--- src/rtl/input_conditioner_pkg.sv ---
// Shared sizes and field offsets for the conditioned digital-input vector.
// The peripheral block reuses the offsets for its digital-input register layout.
package input_conditioner_pkg;

    localparam int N_SW     = 16;
    localparam int N_BTN    = 5;
    localparam int N_IPIN   = 4;
    localparam int N_IN     = N_SW + N_BTN + N_IPIN;

    localparam int SW_LSB   = 0;
    localparam int BTN_LSB  = N_SW;
    localparam int IPIN_LSB = N_SW + N_BTN;

    // Debounce counter width; a single-cycle debounce still needs one bit.
    function automatic int cnt_width(input int cycles);
        return (cycles > 1) ? $clog2(cycles) : 1;
    endfunction

endpackage

--- src/rtl/input_conditioner_debounce_bit.sv ---
// One-bit 2-flop synchronizer + stable-count debounce with registered edge pulses.
// Latency: clean follows raw after DEBOUNCE_CYCLES+2 edges; pulses one cycle wide.
// Backpressure: none, level input sampled every cycle.
module debounce_bit
    import input_conditioner_pkg::*;
#(
    parameter int DEBOUNCE_CYCLES = 1_000_000
) (
    input  logic clk,
    input  logic rst_n,
    input  logic raw,
    output logic clean,
    output logic rise,
    output logic fall
);

    localparam int            CW       = cnt_width(DEBOUNCE_CYCLES);
    localparam logic [CW-1:0] CNT_LAST = CW'(DEBOUNCE_CYCLES - 1);

    logic          s1_q, s2_q;
    logic          clean_q, clean_d;
    logic          rise_q, rise_d;
    logic          fall_q, fall_d;
    logic [CW-1:0] cnt_q, cnt_d;

    // Any agreement between s2 and clean restarts the count, which rejects glitches.
    always_comb begin
        cnt_d   = '0;
        clean_d = clean_q;
        rise_d  = 1'b0;
        fall_d  = 1'b0;
        if (s2_q != clean_q) begin
            if (cnt_q == CNT_LAST) begin
                clean_d = s2_q;
                rise_d  = s2_q;
                fall_d  = ~s2_q;
            end else begin
                cnt_d = cnt_q + 1'b1;
            end
        end
    end

    always_ff @(posedge clk or negedge rst_n) begin
        if (!rst_n) begin
            s1_q    <= 1'b0;
            s2_q    <= 1'b0;
            cnt_q   <= '0;
            clean_q <= 1'b0;
            rise_q  <= 1'b0;
            fall_q  <= 1'b0;
        end else begin
            s1_q    <= raw;
            s2_q    <= s1_q;
            cnt_q   <= cnt_d;
            clean_q <= clean_d;
            rise_q  <= rise_d;
            fall_q  <= fall_d;
        end
    end

    assign clean = clean_q;
    assign rise  = rise_q;
    assign fall  = fall_q;

endmodule

--- src/rtl/input_conditioner.sv ---
// Synchronizes and debounces switch/button/pin pads; emits per-bit rise/fall pulses.
// Latency: DEBOUNCE_CYCLES+2 edges from pad change to clean level, all outputs registered.
// Backpressure: none, outputs are levels and single-cycle pulses.
module input_conditioner #(
    parameter int N_SW            = input_conditioner_pkg::N_SW,
    parameter int N_BTN           = input_conditioner_pkg::N_BTN,
    parameter int N_IPIN          = input_conditioner_pkg::N_IPIN,
    parameter int DEBOUNCE_CYCLES = 1_000_000
) (
    input  logic                            clk,
    input  logic                            rst_n,
    input  logic [N_SW-1:0]                 sw_raw,
    input  logic [N_BTN-1:0]                btn_raw,
    input  logic [N_IPIN-1:0]               ipin_raw,
    output logic [N_SW-1:0]                 sw,
    output logic [N_BTN-1:0]                btn,
    output logic [N_IPIN-1:0]               ipin,
    output logic [N_SW+N_BTN+N_IPIN-1:0]    rise,
    output logic [N_SW+N_BTN+N_IPIN-1:0]    fall
);

    localparam int NI       = N_SW + N_BTN + N_IPIN;
    localparam int BTN_OFS  = N_SW;
    localparam int IPIN_OFS = N_SW + N_BTN;

    logic [NI-1:0] raw_all;
    logic [NI-1:0] clean_all;

    // Same {ipin,btn,sw} packing as rise/fall, sw at the LSBs.
    assign raw_all = {ipin_raw, btn_raw, sw_raw};

    for (genvar i = 0; i < NI; i++) begin : g_bit
        debounce_bit #(
            .DEBOUNCE_CYCLES(DEBOUNCE_CYCLES)
        ) u_bit (
            .clk  (clk),
            .rst_n(rst_n),
            .raw  (raw_all[i]),
            .clean(clean_all[i]),
            .rise (rise[i]),
            .fall (fall[i])
        );
    end

    assign sw   = clean_all[N_SW-1:0];
    assign btn  = clean_all[BTN_OFS +: N_BTN];
    assign ipin = clean_all[IPIN_OFS +: N_IPIN];

endmodule

--- config.mk ---
export PLATFORM = sky130hd
export DESIGN_NAME = input_conditioner
export DESIGN_NICKNAME = d
export VERILOG_FILES = /design/src/rtl/input_conditioner_pkg.sv /design/src/rtl/input_conditioner_debounce_bit.sv /design/src/rtl/input_conditioner.sv
export SDC_FILE = /design/constraint.sdc
export NUM_CORES = 1
export LEC_CHECK = 0
export CAP_MARGIN = 20
export CORE_MARGIN = 2
export CORE_UTILIZATION = 52
export DETAILED_ROUTE_END_ITERATION = 8
export GPL_ROUTABILITY_DRIVEN = 0
export PLACE_DENSITY = 0.69
export REMOVE_ABC_BUFFERS = 1
export SYNTH_ARGS = -nofsm -noshare
export SYNTH_HDL_FRONTEND = slang
export SYNTH_HIERARCHICAL = 1
export SYNTH_SLANG_ARGS = --single-unit
--- constraint.sdc ---
create_clock -name clk -period 4.1 [get_ports clk]
set_input_delay 1.025 -clock clk [delete_from_list [all_inputs] [get_ports clk]]
set_output_delay 1.025 -clock clk [all_outputs]
set_load 0.02 [all_outputs]
==> qor.log <==
qor: drt.met1Wirelength 24400 um
qor: synthesis.post-synth-top-area-fraction 53.3%
qor: drt.met3_length 1800 um
qor: place.portBuffers 101
qor: synthesis.yosysSeqAreaShare 53.3%
qor: critical_path.timing.critical_path.max_delay_family buffers and inverters
qor: grt.wire_length_of_the_first_global_routing_pass 94900 um
qor: synthesis.post_synth.cell_area_avg 10.1 um^2
qor: floorplan.dieArea 58300 um^2
qor: timing.setup-tns-final 0 ns
qor: floorplan.placement_rows 87
qor: status.outcome completed
qor: flow_run.drv_cap 0
qor: grt.initial_antenna_violation_count 0
qor: grt.grt_util_all_layers 18.6%
qor: drt.detail_route.vias_per_cell 5.59
qor: drt.drt_pre_antenna_iters 7
qor: synthesis.ys_seq_elements 625
qor: grt.grt_pass1_vias 20800
qor: timing.clock-skew-final 0.0163 ns
qor: critical_path.critical_path_cell_count 1
qor: place.hpwl 35500 um
qor: critical_path.crit_fanout 5
qor: drt.wire_per_inst 14.2 um
qor: critical_path.crit_path_top_delay_cell sky130_fd_sc_hd__clkdlybuf4s50_1
qor: drt.remaining_drc_errors 0
qor: synthesis.main_combinational_cell_family_by_area_after_synthesis simple AND/OR/NAND/NOR gates
qor: critical_path.worstPathBufferInverterCount 1
qor: pwr.power_density 393 nW/um^2
qor: clock_network.cts_inserted_buffers 69
qor: floorplan.pin_count 102
qor: timing.rsz0062_at_grt no
qor: timing.worstMarginPinSlew 0.758 ns
qor: finish.areaGrowthSynthToFinish 13.1%
qor: synthesis.netlist-cell-type-count 29
qor: clock_network.cts_hold_buf 0
qor: clock_network.numClockSinks 625
qor: timing.timing_hold_violations_final 0
qor: synthesis.main_area_contributors_after_synthesis sky130_fd_sc_hd__dfrtp_1 (53%), sky130_fd_sc_hd__xnor2_1 (4.5%), sky130_fd_sc_hd__nor2_1 (4.2%)
qor: clock_network.clk_pin_slew_worst_paths 0.06 ns
qor: synthesis.synthesis.area 29300 um^2
qor: critical_path.cp_data_required_time 3.07 ns
qor: clock_network.cts.repair_timing.setup_buffer_count 0
qor: place.placedCellCount 3642
qor: critical_path.timing.setup.critical_path_class flip-flop to primary output
qor: synthesis.synth_simple_gate_area_share 24.0%
qor: critical_path.worstSetupEndpointType primary output
qor: pwr.worst_ir_drop_vdd 273 uV
qor: floorplan.floorplan.core_area 56100 um^2
qor: drt.via_count 21000
qor: synthesis.synthCells 2900
qor: critical_path.setup.worst_path.start_class flip-flop
qor: clock_network.cts_resized 0
qor: critical_path.worstPathArrival 1.64 ns
qor: clock_network.htreeDepth 3
qor: pwr.power.static_leakage 13.2 nW
qor: clock_network.tritoncts yes
qor: drt.drt_first_iter_violations 1049
qor: drt.route.final.wire_length 53500 um
qor: clock_network.cts.root.buffer_cell sky130_fd_sc_hd__clkbuf_16
qor: timing.setup_violations 0
qor: floorplan.die-height 242 um
qor: synthesis.synth-adder-area-share 1.07%
qor: clock_network.clockBufferDepth 3
qor: critical_path.worst_r2r_path_depth 5
qor: synthesis.yosysTopAreaCell sky130_fd_sc_hd__dfrtp_1
qor: grt.grt_max_degree 89
qor: drt.drt.antenna.violating_nets 0
qor: timing.post-route-min-period 2.67 ns
qor: drt.wl_met2 26200 um
qor: grt.globalRouteOverflowTotal 0
qor: timing.max-slew-margin-rel 49.4%
qor: synthesis.synth.area.mux_share 0.959%
qor: timing.maxClockFrequency 375 MHz
qor: drt.highest_layer met4
qor: timing.timing_max_transition_violations_final 0
qor: finish.diodes 0
qor: finish.final-instance-count-excl-fill 3762
qor: hold_path.hp-class flip-flop to flip-flop
qor: floorplan.start_util 52.3%
qor: synthesis.xor_and_xnor_fraction_of_the_mapped_netlist_area 8.21%
qor: synthesis.synth-compound-area-share 8.53%
qor: floorplan.die_width 242 um
qor: timing.finalCritPeriodShare 65.0%
qor: critical_path.worstPathCellList clkdlybuf4s50_1
qor: finish.drive_above_1_share 13.0%
qor: hold_path.worstHoldPathCells 0
qor: synthesis.synthesis.yosys.warnings 6
qor: finish.finish.net_count 3009
qor: clock_network.clock_latency 0.59 ns
qor: critical_path.cp_slowest_stage_delay 0.63 ns
==> cells in the mapped netlist <==
library cell	n
sky130_fd_sc_hd__nand4_1	50
sky130_fd_sc_hd__nand3_1	200
sky130_fd_sc_hd__a21oi_1	175
sky130_fd_sc_hd__nor3_1	50
sky130_fd_sc_hd__nand2_1	125
sky130_fd_sc_hd__xnor2_1	150
sky130_fd_sc_hd__and2_1	25
sky130_fd_sc_hd__or3_1	50
sky130_fd_sc_hd__dfrtp_1	625
sky130_fd_sc_hd__or3_2	75
sky130_fd_sc_hd__clkbuf_1	25
sky130_fd_sc_hd__o31ai_1	75
sky130_fd_sc_hd__nor3b_1	50
sky130_fd_sc_hd__mux2_2	25
sky130_fd_sc_hd__buf_2	100
sky130_fd_sc_hd__ha_1	25
sky130_fd_sc_hd__a31o_2	25
sky130_fd_sc_hd__or4_1	150
sky130_fd_sc_hd__xor2_1	125
sky130_fd_sc_hd__nand3_2	25
sky130_fd_sc_hd__nor4_1	25
sky130_fd_sc_hd__nor2_1	325
sky130_fd_sc_hd__or4_2	25
sky130_fd_sc_hd__a21oi_2	25
sky130_fd_sc_hd__inv_1	150
sky130_fd_sc_hd__or4_4	25
sky130_fd_sc_hd__and3_2	25
sky130_fd_sc_hd__or2_2	25
sky130_fd_sc_hd__o21ai_0	125
==> area by class of cell <==
cell class	count	area (um^2)
Fill cell	4666	22900
Sequential cell	625	15600
Multi-Input combinational cell	2000	12500
Clock buffer	102	2070
Timing Repair Buffer	111	1150
Tap cell	756	946
Inverter	150	563
Clock inverter	18	274
==> metrics by stage <==
step	cell area (um^2)	hold WS [ns]	setup WS, ns	power [W]	utilization, %
2_1_floorplan	28700	0.331	2.13	0.00661	-
3_3_place_gp	30800	0.331	1.94	0.00683	55.0
3_5_place_dp	30800	0.335	1.90	0.00685	55.0
4_1_cts	33200	0.343	1.38	0.0133	59.2
5_1_grt	33200	0.350	1.34	0.0136	59.2
6_report	33200	0.345	1.43	0.0130	59.2
==> power by group <==
part	leakage, nW	internal [W]	switching, W
clock	1.15	0.00392	0.00239
sequential	8.56	0.00626	0.0000916
combinational	3.49	0.000115	0.000259
total	13.2	0.0103	0.00274
==> sequential cells by signal, summed over array words and instances (netlist names) <==
signal and flops:
g_bit.u_bit/cnt_q 500, g_bit.u_bit/clean 25, g_bit.u_bit/fall 25, g_bit.u_bit/rise 25, g_bit.u_bit/s1_q 25, g_bit.u_bit/s2_q 25
==> worst paths after layout <==
| path | startpoint | endpoint | slack [ns] |
|---|---|---|---|
| min in group asynchronous | rst_n | g_bit[14].u_bit/cnt_q[3] | 0.47 |
| worst max register to register | g_bit[2].u_bit/cnt_q[0] | g_bit[2].u_bit/cnt_q[18] | 1.89 |
| worst max-delay path | g_bit[24].u_bit/clean | ipin[3] | 1.43 |
| worst min-delay path | g_bit[3].u_bit/s1_q | g_bit[3].u_bit/s2_q | 0.34 |
| worst min register to register | g_bit[3].u_bit/s1_q | g_bit[3].u_bit/s2_q | 0.34 |
| max in group asynchronous | rst_n | g_bit[2].u_bit/cnt_q[15] | 2.57 |
==> kinds of logic (layout without fill, tap and decap cells) <==
kind of cell,count (synthesis),after routing
simple gates,1250,1250
flops,625,625
compound gates,425,425
xor+xnor,275,275
buf+inv,275,381
fa+ha+maj,25,25
mux,25,25
==> cell usage in the layout (no fill, tap or decap), types with 73 or more instances in the layout <==
| cell | instances |
|---|---|
| sky130_fd_sc_hd__xor2_1 | 125 |
| sky130_fd_sc_hd__nor2_1 | 325 |
| sky130_fd_sc_hd__or3_2 | 75 |
| sky130_fd_sc_hd__nand3_1 | 200 |
| sky130_fd_sc_hd__clkbuf_16 | 73 |
| sky130_fd_sc_hd__dfrtp_1 | 625 |
| sky130_fd_sc_hd__o21ai_0 | 125 |
| sky130_fd_sc_hd__or4_1 | 150 |
| sky130_fd_sc_hd__nand2_1 | 125 |
| sky130_fd_sc_hd__xnor2_1 | 150 |
| sky130_fd_sc_hd__o31ai_1 | 75 |
| sky130_fd_sc_hd__clkdlybuf4s50_1 | 100 |
| sky130_fd_sc_hd__inv_1 | 150 |
| sky130_fd_sc_hd__a21oi_1 | 175 |
==> routing by layer <==
metal / track usage (%) / vias to the layer above
li1: - / 10300
met1: 24.2 / 10400
met2: 31.7 / 279
met3: 3.52 / 77
met4: 5.41 / 0
met5: 0 / -
(Power assumes the default switching activity.)
